===== config.mk =====
export PLATFORM = sky130hd
export DESIGN_NAME = fetch_decode_stage_flat
export DESIGN_NICKNAME = d
export VERILOG_FILES = /design/src/rtl/cpu16_pkg.sv /design/src/rtl/fetch_decode_stage_if.sv /design/src/rtl/fetch_decode_stage_if_id_reg.sv /design/src/rtl/fetch_decode_stage.sv /design/src/flat_wrapper.sv
export SDC_FILE = /design/constraint.sdc
export NUM_CORES = 1
export LEC_CHECK = 0
export BUFFER_PORTS_ARGS = -buffer_cell sky130_fd_sc_hd__buf_4
export CORE_MARGIN = 4
export CORE_UTILIZATION = 30
export DETAILED_ROUTE_END_ITERATION = 7
export PLACE_DENSITY = 0.65
export SYNTH_ARGS = -nofsm -noshare
export SYNTH_HDL_FRONTEND = slang
export SYNTH_SLANG_ARGS = --single-unit

===== constraint.sdc =====
create_clock -name clk -period 3.5 [get_ports clk]
set_input_delay 0.175 -clock clk [delete_from_list [all_inputs] [get_ports clk]]
set_output_delay 0.175 -clock clk [all_outputs]
set_load 0.03 [all_outputs]

===== src/rtl/cpu16_pkg.sv =====
// Shared definitions for the 16-bit datapath: opcodes, instruction field
// positions, address width and the fetch FSM encoding.
package cpu16_pkg;

  localparam int PC_W = 16;

  localparam logic [3:0] OP_NOP  = 4'h0;
  localparam logic [3:0] OP_ADD  = 4'h1;
  localparam logic [3:0] OP_SUB  = 4'h2;
  localparam logic [3:0] OP_LDI  = 4'h3;
  localparam logic [3:0] OP_JMP  = 4'hE;
  localparam logic [3:0] OP_HALT = 4'hF;

  localparam int OPC_HI  = 15;
  localparam int OPC_LO  = 12;
  localparam int RD_HI   = 11;
  localparam int RD_LO   = 8;
  localparam int RS_HI   = 7;
  localparam int RS_LO   = 4;
  localparam int IMM4_HI = 3;
  localparam int IMM4_LO = 0;

  typedef enum logic [0:0] {
    FETCH  = 1'b0,
    HALTED = 1'b1
  } fetch_state_e;

endpackage


===== src/rtl/fetch_decode_stage_if.sv =====
// Instruction-memory fetch bus; the fetch stage is the master, memory the slave.
interface fetch_decode_stage_if;
  import cpu16_pkg::*;

  logic            imem_req;
  logic [PC_W-1:0] imem_addr;
  logic            imem_ready;
  logic [15:0]     imem_rdata;

  modport master (output imem_req, imem_addr, input imem_ready, imem_rdata);
  modport slave  (input imem_req, imem_addr, output imem_ready, imem_rdata);
endinterface


===== src/rtl/fetch_decode_stage_if_id_reg.sv =====
// IF/ID pipeline register: flush clears only the valid bit, so the payload
// keeps its last value for the downstream field slices.
module if_id_reg
  import cpu16_pkg::*;
(
  input  logic            clk,
  input  logic            reset,
  input  logic            flush_i,
  input  logic            load_i,
  input  logic            drain_i,
  input  logic [PC_W-1:0] pc_i,
  input  logic [15:0]     instr_i,
  output logic            valid_o,
  output logic [PC_W-1:0] pc_o,
  output logic [15:0]     instr_o
);

  logic            valid_q, valid_d;
  logic [PC_W-1:0] pc_q, pc_d;
  logic [15:0]     instr_q, instr_d;

  always_comb begin
    valid_d = valid_q;
    pc_d    = pc_q;
    instr_d = instr_q;
    if (flush_i) begin
      valid_d = 1'b0;
    end else if (load_i) begin
      valid_d = 1'b1;
      pc_d    = pc_i;
      instr_d = instr_i;
    end else if (drain_i) begin
      valid_d = 1'b0;
    end
  end

  always_ff @(posedge clk) begin
    if (reset) begin
      valid_q <= 1'b0;
      pc_q    <= '0;
      instr_q <= '0;
    end else begin
      valid_q <= valid_d;
      pc_q    <= pc_d;
      instr_q <= instr_d;
    end
  end

  assign valid_o = valid_q;
  assign pc_o    = pc_q;
  assign instr_o = instr_q;

endmodule


===== src/rtl/fetch_decode_stage.sv =====
// Instruction fetch and IF/ID stage: PC, FETCH/HALTED control, the
// delivered-instruction counter and the decoded field slices.
module fetch_decode_stage
  import cpu16_pkg::*;
#(
  parameter logic [15:0] RESET_PC = 16'h0000,
  parameter int          PC_W     = cpu16_pkg::PC_W
) (
  input  logic                  clk,
  input  logic                  reset,
  fetch_decode_stage_if.master  imem,
  input  logic                  redirect_valid,
  input  logic [PC_W-1:0]       redirect_pc,
  input  logic                  id_stall,
  output logic                  id_valid,
  output logic [PC_W-1:0]       id_pc,
  output logic [15:0]           id_instr,
  output logic [3:0]            id_opcode,
  output logic [3:0]            id_rd,
  output logic [3:0]            id_rs,
  output logic [3:0]            id_imm4,
  output logic                  halted,
  output logic [15:0]           instr_count
);

  fetch_state_e    state_q, state_d;
  logic [PC_W-1:0] pc_q, pc_d;
  logic [15:0]     count_q, count_d;
  logic            accept, fetch_done, consume;

  // Requests are purely combinational, so nothing is ever left in flight.
  assign accept        = !id_valid || !id_stall;
  assign imem.imem_req = !reset && (state_q == FETCH) && accept && !redirect_valid;
  assign imem.imem_addr = pc_q;
  assign fetch_done    = imem.imem_req && imem.imem_ready;
  assign consume       = id_valid && !id_stall;

  always_comb begin
    state_d = state_q;
    pc_d    = pc_q;
    count_d = count_q;
    if (consume && (count_q != 16'hFFFF)) begin
      count_d = count_q + 16'd1;
    end
    if (redirect_valid) begin
      state_d = FETCH;
      pc_d    = redirect_pc;
    end else if (fetch_done) begin
      pc_d = pc_q + 1'b1;
      if (imem.imem_rdata[OPC_HI:OPC_LO] == OP_HALT) begin
        state_d = HALTED;
      end
    end
  end

  always_ff @(posedge clk) begin
    if (reset) begin
      state_q <= FETCH;
      pc_q    <= RESET_PC[PC_W-1:0];
      count_q <= '0;
    end else begin
      state_q <= state_d;
      pc_q    <= pc_d;
      count_q <= count_d;
    end
  end

  if_id_reg u_if_id_reg (
    .clk     (clk),
    .reset   (reset),
    .flush_i (redirect_valid),
    .load_i  (fetch_done),
    .drain_i (consume),
    .pc_i    (pc_q),
    .instr_i (imem.imem_rdata),
    .valid_o (id_valid),
    .pc_o    (id_pc),
    .instr_o (id_instr)
  );

  assign id_opcode   = id_instr[OPC_HI:OPC_LO];
  assign id_rd       = id_instr[RD_HI:RD_LO];
  assign id_rs       = id_instr[RS_HI:RS_LO];
  assign id_imm4     = id_instr[IMM4_HI:IMM4_LO];
  assign halted      = (state_q == HALTED);
  assign instr_count = count_q;

endmodule


===== src/flat_wrapper.sv =====
// flat-port wrapper written by rule: the top's interface ports become plain ports
module fetch_decode_stage_flat import cpu16_pkg::*;
#(
  parameter logic [15:0] RESET_PC = 16'h0000,
  parameter int          PC_W     = cpu16_pkg::PC_W
)
  (clk, reset, redirect_valid, redirect_pc, id_stall, id_valid, id_pc, id_instr, id_opcode, id_rd, id_rs, id_imm4, halted, instr_count, imem_imem_req, imem_imem_addr, imem_imem_ready, imem_imem_rdata);
  fetch_decode_stage_if imem_i ();
  input  logic clk;
  input  logic reset;
  input  logic redirect_valid;
  input  logic [PC_W-1:0] redirect_pc;
  input  logic id_stall;
  output logic id_valid;
  output logic [PC_W-1:0] id_pc;
  output logic [15:0] id_instr;
  output logic [3:0] id_opcode;
  output logic [3:0] id_rd;
  output logic [3:0] id_rs;
  output logic [3:0] id_imm4;
  output logic halted;
  output logic [15:0] instr_count;
  output wire logic [$bits(imem_i.imem_req)-1:0] imem_imem_req;
  output wire logic [$bits(imem_i.imem_addr)-1:0] imem_imem_addr;
  input wire logic [$bits(imem_i.imem_ready)-1:0] imem_imem_ready;
  input wire logic [$bits(imem_i.imem_rdata)-1:0] imem_imem_rdata;
  assign imem_imem_req = imem_i.imem_req;
  assign imem_imem_addr = imem_i.imem_addr;
  assign imem_i.imem_ready = imem_imem_ready;
  assign imem_i.imem_rdata = imem_imem_rdata;
  fetch_decode_stage #(.RESET_PC(RESET_PC), .PC_W(PC_W)) u_core (.clk(clk), .reset(reset), .imem(imem_i), .redirect_valid(redirect_valid), .redirect_pc(redirect_pc), .id_stall(id_stall), .id_valid(id_valid), .id_pc(id_pc), .id_instr(id_instr), .id_opcode(id_opcode), .id_rd(id_rd), .id_rs(id_rs), .id_imm4(id_imm4), .halted(halted), .instr_count(instr_count));
endmodule

==> parameters.txt <==
Parameter                              Value

Synth
  Count of flip-flops with a built-in enable after synthesis    0
  Total of warnings raised by yosys    0
  Syn avg cell area    about 8.0 um^2
  Post-synthesis instance total    between 300 and 400
  Syn Std Cell Area    3080 um^2
  Post-Syn Nets    ~420
  Cell type with the largest total area after synthesis    sky130_fd_sc_hd__dfxtp_1
  Post-synth ARST share    0%
  Largest family of logic cells by synthesized area    simple AND/OR/NAND/NOR gates
  Compound-Gate Fraction of Synth Area    17.5%
  Number of library cell types mapped by synthesis    46
  Ranking of synthesized cells by area    sky130_fd_sc_hd__dfxtp_1, sky130_fd_sc_hd__nand2_1, sky130_fd_sc_hd__a21oi_1
  Number of storage elements in the synthesis netlist    66
  Post-synth top area share    42.9%
  Fraction of synthesized area in multiplexers    under 10%
  Most used flip-flop cell after synthesis    sky130_fd_sc_hd__dfxtp_1
  Area share of xor/xnor cells in the synthesized design    0%
  Area share of and/or/nand/nor cells after synthesis    between 20% and 30%
  Sequential area share after synthesis    42.9%
  Share of synthesized cell area in full adder, half adder and majority cells    less than 1%

Run status
  Run status    finished, final reports clean

Clock tree
  Clock tree from TritonCTS    done
  Buffer depth of the longest clock path    2
  Clock tree root buffer cell    sky130_fd_sc_hd__clkbuf_8
  Number of resized instances in the post-cts repair step    0
  Post-CTS setup-driven buffer insertion count    0
  Clock slew at reported path FFs    ~80 ps
  Clock tree sinks    66
  Clock buffers created by TritonCTS    9
  Clock insertion delay at the later pin of the skew report    340 ps
  # H-tree levels    3
  Hold buffers post-CTS    0

Worst setup path
  Maximum fanout along the worst path    43
  Cell depth of the worst flop-to-flop path    4
  Reg-to-Reg End    u_core.imem.imem_addr[7]$_SDFFE_PP0P_
  Biggest cell delay along the critical path    slightly below 800 ps
  Endpoint required time on the critical path    about 3700 ps
  Crit path launch    u_core.u_if_id_reg.valid_o$_SDFFE_PP0P_
  Slowest library cell on the worst path    sky130_fd_sc_hd__nor2_4
  Reg2reg setup slack    approximately 1400 ps
  Startpoint type of the worst setup path    flip-flop
  Origin of the critical flop-to-flop path    u_core.u_if_id_reg.valid_o$_SDFFE_PP0P_
  Data arrival time of the critical path    between 2000 and 2500 ps
  CP Class    reg -> reg
  Endpoint class of the critical path    flip-flop
  Critical-path cell list    a2111o_1 > nor2_4 > a311o_1 > a31oi_1

Job
  Max-capacitance violation count    0

Route
  1st-iter DRT viols    roughly 190
  Pre-Repair DR Iteration Count    6
  Total via count in the routed design    around 3100
  Vias per std cell    between 5 and 6
  Post-route antenna net violation count    0
  Average wire length per cell after detail routing    between 10 and 15 um
  Total DRC errors in the routed layout    0
  Final WL    between 9 and 10 mm

Hold path
  Endpoint of the worst hold path    u_core.u_if_id_reg.instr_o[8]$_SDFFE_PP0P_
  Cells on Worst Hold Path    3
  Class of the tightest hold or removal check    in -> reg
  Worst hold start    imem_imem_rdata[8]

Power and ir drop
  Total power density per cell area    between 400 and 500 nW/um^2
  Peak ir drop on the vdd network    0.232 mV
  Sw Share    26.4%
  Reported leakage power    1.70 nW
  Sequential cell fraction of total power    between 40% and 50%
  Clock network fraction of total power    41.8%
  Portion of total power attributed to combinational logic    roughly an eighth
  Cell-internal power    roughly 1.3 mW
  Total power of the final layout    ~1.7 mW
  Sw power    between 0.4 and 0.5 mW

Place
  Detail Placement HPWL    ~6.5 mm
  GPL Wtd Cong    a little over 0.8
  IO buf count    about 120

Final layout
  Nets@finish    519
  Commonest non-fill, non-tap cell in the layout    sky130_fd_sc_hd__buf_4
  Share of final-layout standard cells stronger than drive strength 1    a little under a third
  Synthesis-to-finish area growth    35.8%
  Diodes inserted    0
  Commonest cells after routing, fill and taps aside    sky130_fd_sc_hd__buf_4, sky130_fd_sc_hd__nand2_1, sky130_fd_sc_hd__dfxtp_1

Floorplan
  Chip height    109 um
  X dimension of the die    about 110 um
  Standard-cell row count    36
  I/O Pins    120
  Placeable Area    around 9900 um^2
  Die area    12000 um^2
  Initial standard-cell utilization of the core    roughly 31%

STA
  Hold violation total from the final report    0
  Setup-violating endpoint count in the final report    0
  FMAX    around 470 MHz
  Final total negative setup slack    0 ps
  Final worst-path cycle share    between 60% and 70%
  Final Slew Violations    0
  Unrepaired setup endpoints after global routing    no
  Clock Skews    between 10 and 15 ps
  Worst-case headroom to the max-slew limit    35.4%
  Min cycle time layout    between 2000 and 2500 ps
  Worst-Margin Slew    between 900 and 1000 ps

Global route
  Total gr overflow    0
  Global-route wire length before repair    ~14 mm
  Via count of the first global-routing pass    approximately 2800
  Largest net degree at the start of global routing    67
  Global-route usage over all layers    around 15%
  Initial antenna violation count    0
-- per-layer routing --
metal / vias to the layer above / part of all wire, % / global-route usage (%) / routed length (um)
li1: 1544 / - / - / -
met1: 1472 / 46 / 19.3 / 4110
met2: 108 / 46 / 23.1 / 4180
met3: 11 / 6.8 / 3.35 / 612
met4: 0 / 1.2 / 4.81 / 111
met5: - / 0 / 0 / 0
-- worst max-delay path, delay by kind of cell (launching register included) --
family,cells,cell delay (ps)
compound gates,3,860
flops,1,340
simple gates,1,770
-- through the flow --
| step | instance area [um^2] | setup slack (ps) | utilization (%) | instances | hold WS (ps) |
|---|---|---|---|---|---|
| final | 4180 | 1380 | 42.4 | 618 | 79.8 |
| after detailed placement | 3970 | 1320 | 40.2 | 602 | 435 |
| after global placement | 3970 | 1350 | 40.2 | 602 | 429 |
| after floorplan | 3080 | 1590 | - | 384 | 311 |
| after global routing | 4180 | 1240 | 42.4 | 618 | 66.5 |
| after CTS | 4180 | 1390 | 42.4 | 618 | 64.9 |
-- flip-flops by register name (all words and copies together), names as in the netlist --
signal                      count
u_core.instr_count             16
u_core.u_if_id_reg.valid_o      1
u_core.u_if_id_reg.instr_o     16
u_core.imem.imem_addr          16
u_core.u_if_id_reg.pc_o        16
u_core.halted                   1
-- cell type report --
class | instances | area [um^2]
clock buffer | 11 | 141
sequential | 66 | 1320
timing repair buffer | 121 | 908
inverter | 9 | 35.0
fill | 1011 | 5680
tap | 133 | 166
multi-input combinational | 273 | 1530
clock inverter | 5 | 77.6
-- cells by family after synthesis --
| kind of cell | count (synthesis) |
|---|---|
| and+or+nand+nor | 175 |
| AOI/OAI and AO/OA | 87 |
| DFF | 66 |
| buffers and inverters | 45 |
| muxes | 9 |
| adders and majority gates | 2 |
-- worst max-delay path by stage --
stage                                             end  slack (ps)
3_3_place_gp    u_core.imem.imem_addr[7]$_SDFFE_PP0P_        1350
6_report        u_core.imem.imem_addr[7]$_SDFFE_PP0P_        1380
2_1_floorplan  u_core.imem.imem_addr[14]$_SDFFE_PP0P_        1590
3_5_place_dp    u_core.imem.imem_addr[7]$_SDFFE_PP0P_        1320
5_1_grt         u_core.imem.imem_addr[7]$_SDFFE_PP0P_        1240
4_1_cts         u_core.imem.imem_addr[7]$_SDFFE_PP0P_        1390
-- synth_stat cells (2+ instances only) --
| cell | number |
|---|---|
| sky130_fd_sc_hd__or3_1 | 4 |
| sky130_fd_sc_hd__o31a_1 | 2 |
| sky130_fd_sc_hd__inv_1 | 8 |
| sky130_fd_sc_hd__nor2_1 | 15 |
| sky130_fd_sc_hd__nand2_1 | 88 |
| sky130_fd_sc_hd__nand3_1 | 16 |
| sky130_fd_sc_hd__nor3_1 | 7 |
| sky130_fd_sc_hd__o21a_1 | 2 |
| sky130_fd_sc_hd__o31ai_1 | 3 |
| sky130_fd_sc_hd__a32oi_1 | 2 |
| sky130_fd_sc_hd__buf_1 | 3 |
| sky130_fd_sc_hd__nand2b_1 | 2 |
| sky130_fd_sc_hd__a311oi_1 | 3 |
| sky130_fd_sc_hd__mux2_2 | 7 |
| sky130_fd_sc_hd__o211ai_1 | 5 |
| sky130_fd_sc_hd__and3_1 | 8 |
| sky130_fd_sc_hd__o311ai_0 | 2 |
| sky130_fd_sc_hd__or4_1 | 5 |
| sky130_fd_sc_hd__dfxtp_1 | 66 |
| sky130_fd_sc_hd__buf_2 | 2 |
| sky130_fd_sc_hd__and4_1 | 6 |
| sky130_fd_sc_hd__a21oi_1 | 43 |
| sky130_fd_sc_hd__ha_1 | 2 |
| sky130_fd_sc_hd__nand4_1 | 9 |
| sky130_fd_sc_hd__and2_1 | 3 |
| sky130_fd_sc_hd__mux2i_1 | 2 |
| sky130_fd_sc_hd__buf_4 | 16 |
| sky130_fd_sc_hd__nor2b_1 | 5 |
| sky130_fd_sc_hd__nor4_1 | 3 |
| sky130_fd_sc_hd__clkbuf_1 | 15 |
| sky130_fd_sc_hd__o21ai_0 | 6 |
| sky130_fd_sc_hd__a31oi_1 | 10 |
-- power groups by stage --
stage / clock [mW] / sequential, mW / combinational (mW)
2_1_floorplan: 0 / 0.848 / 0.0842
3_3_place_gp: 0 / 0.815 / 0.208
3_5_place_dp: 0 / 0.815 / 0.209
4_1_cts: 0.742 / 0.798 / 0.210
5_1_grt: 0.778 / 0.802 / 0.223
6_report: 0.721 / 0.798 / 0.208
Note: power is estimated with default switching activity, not from simulation.
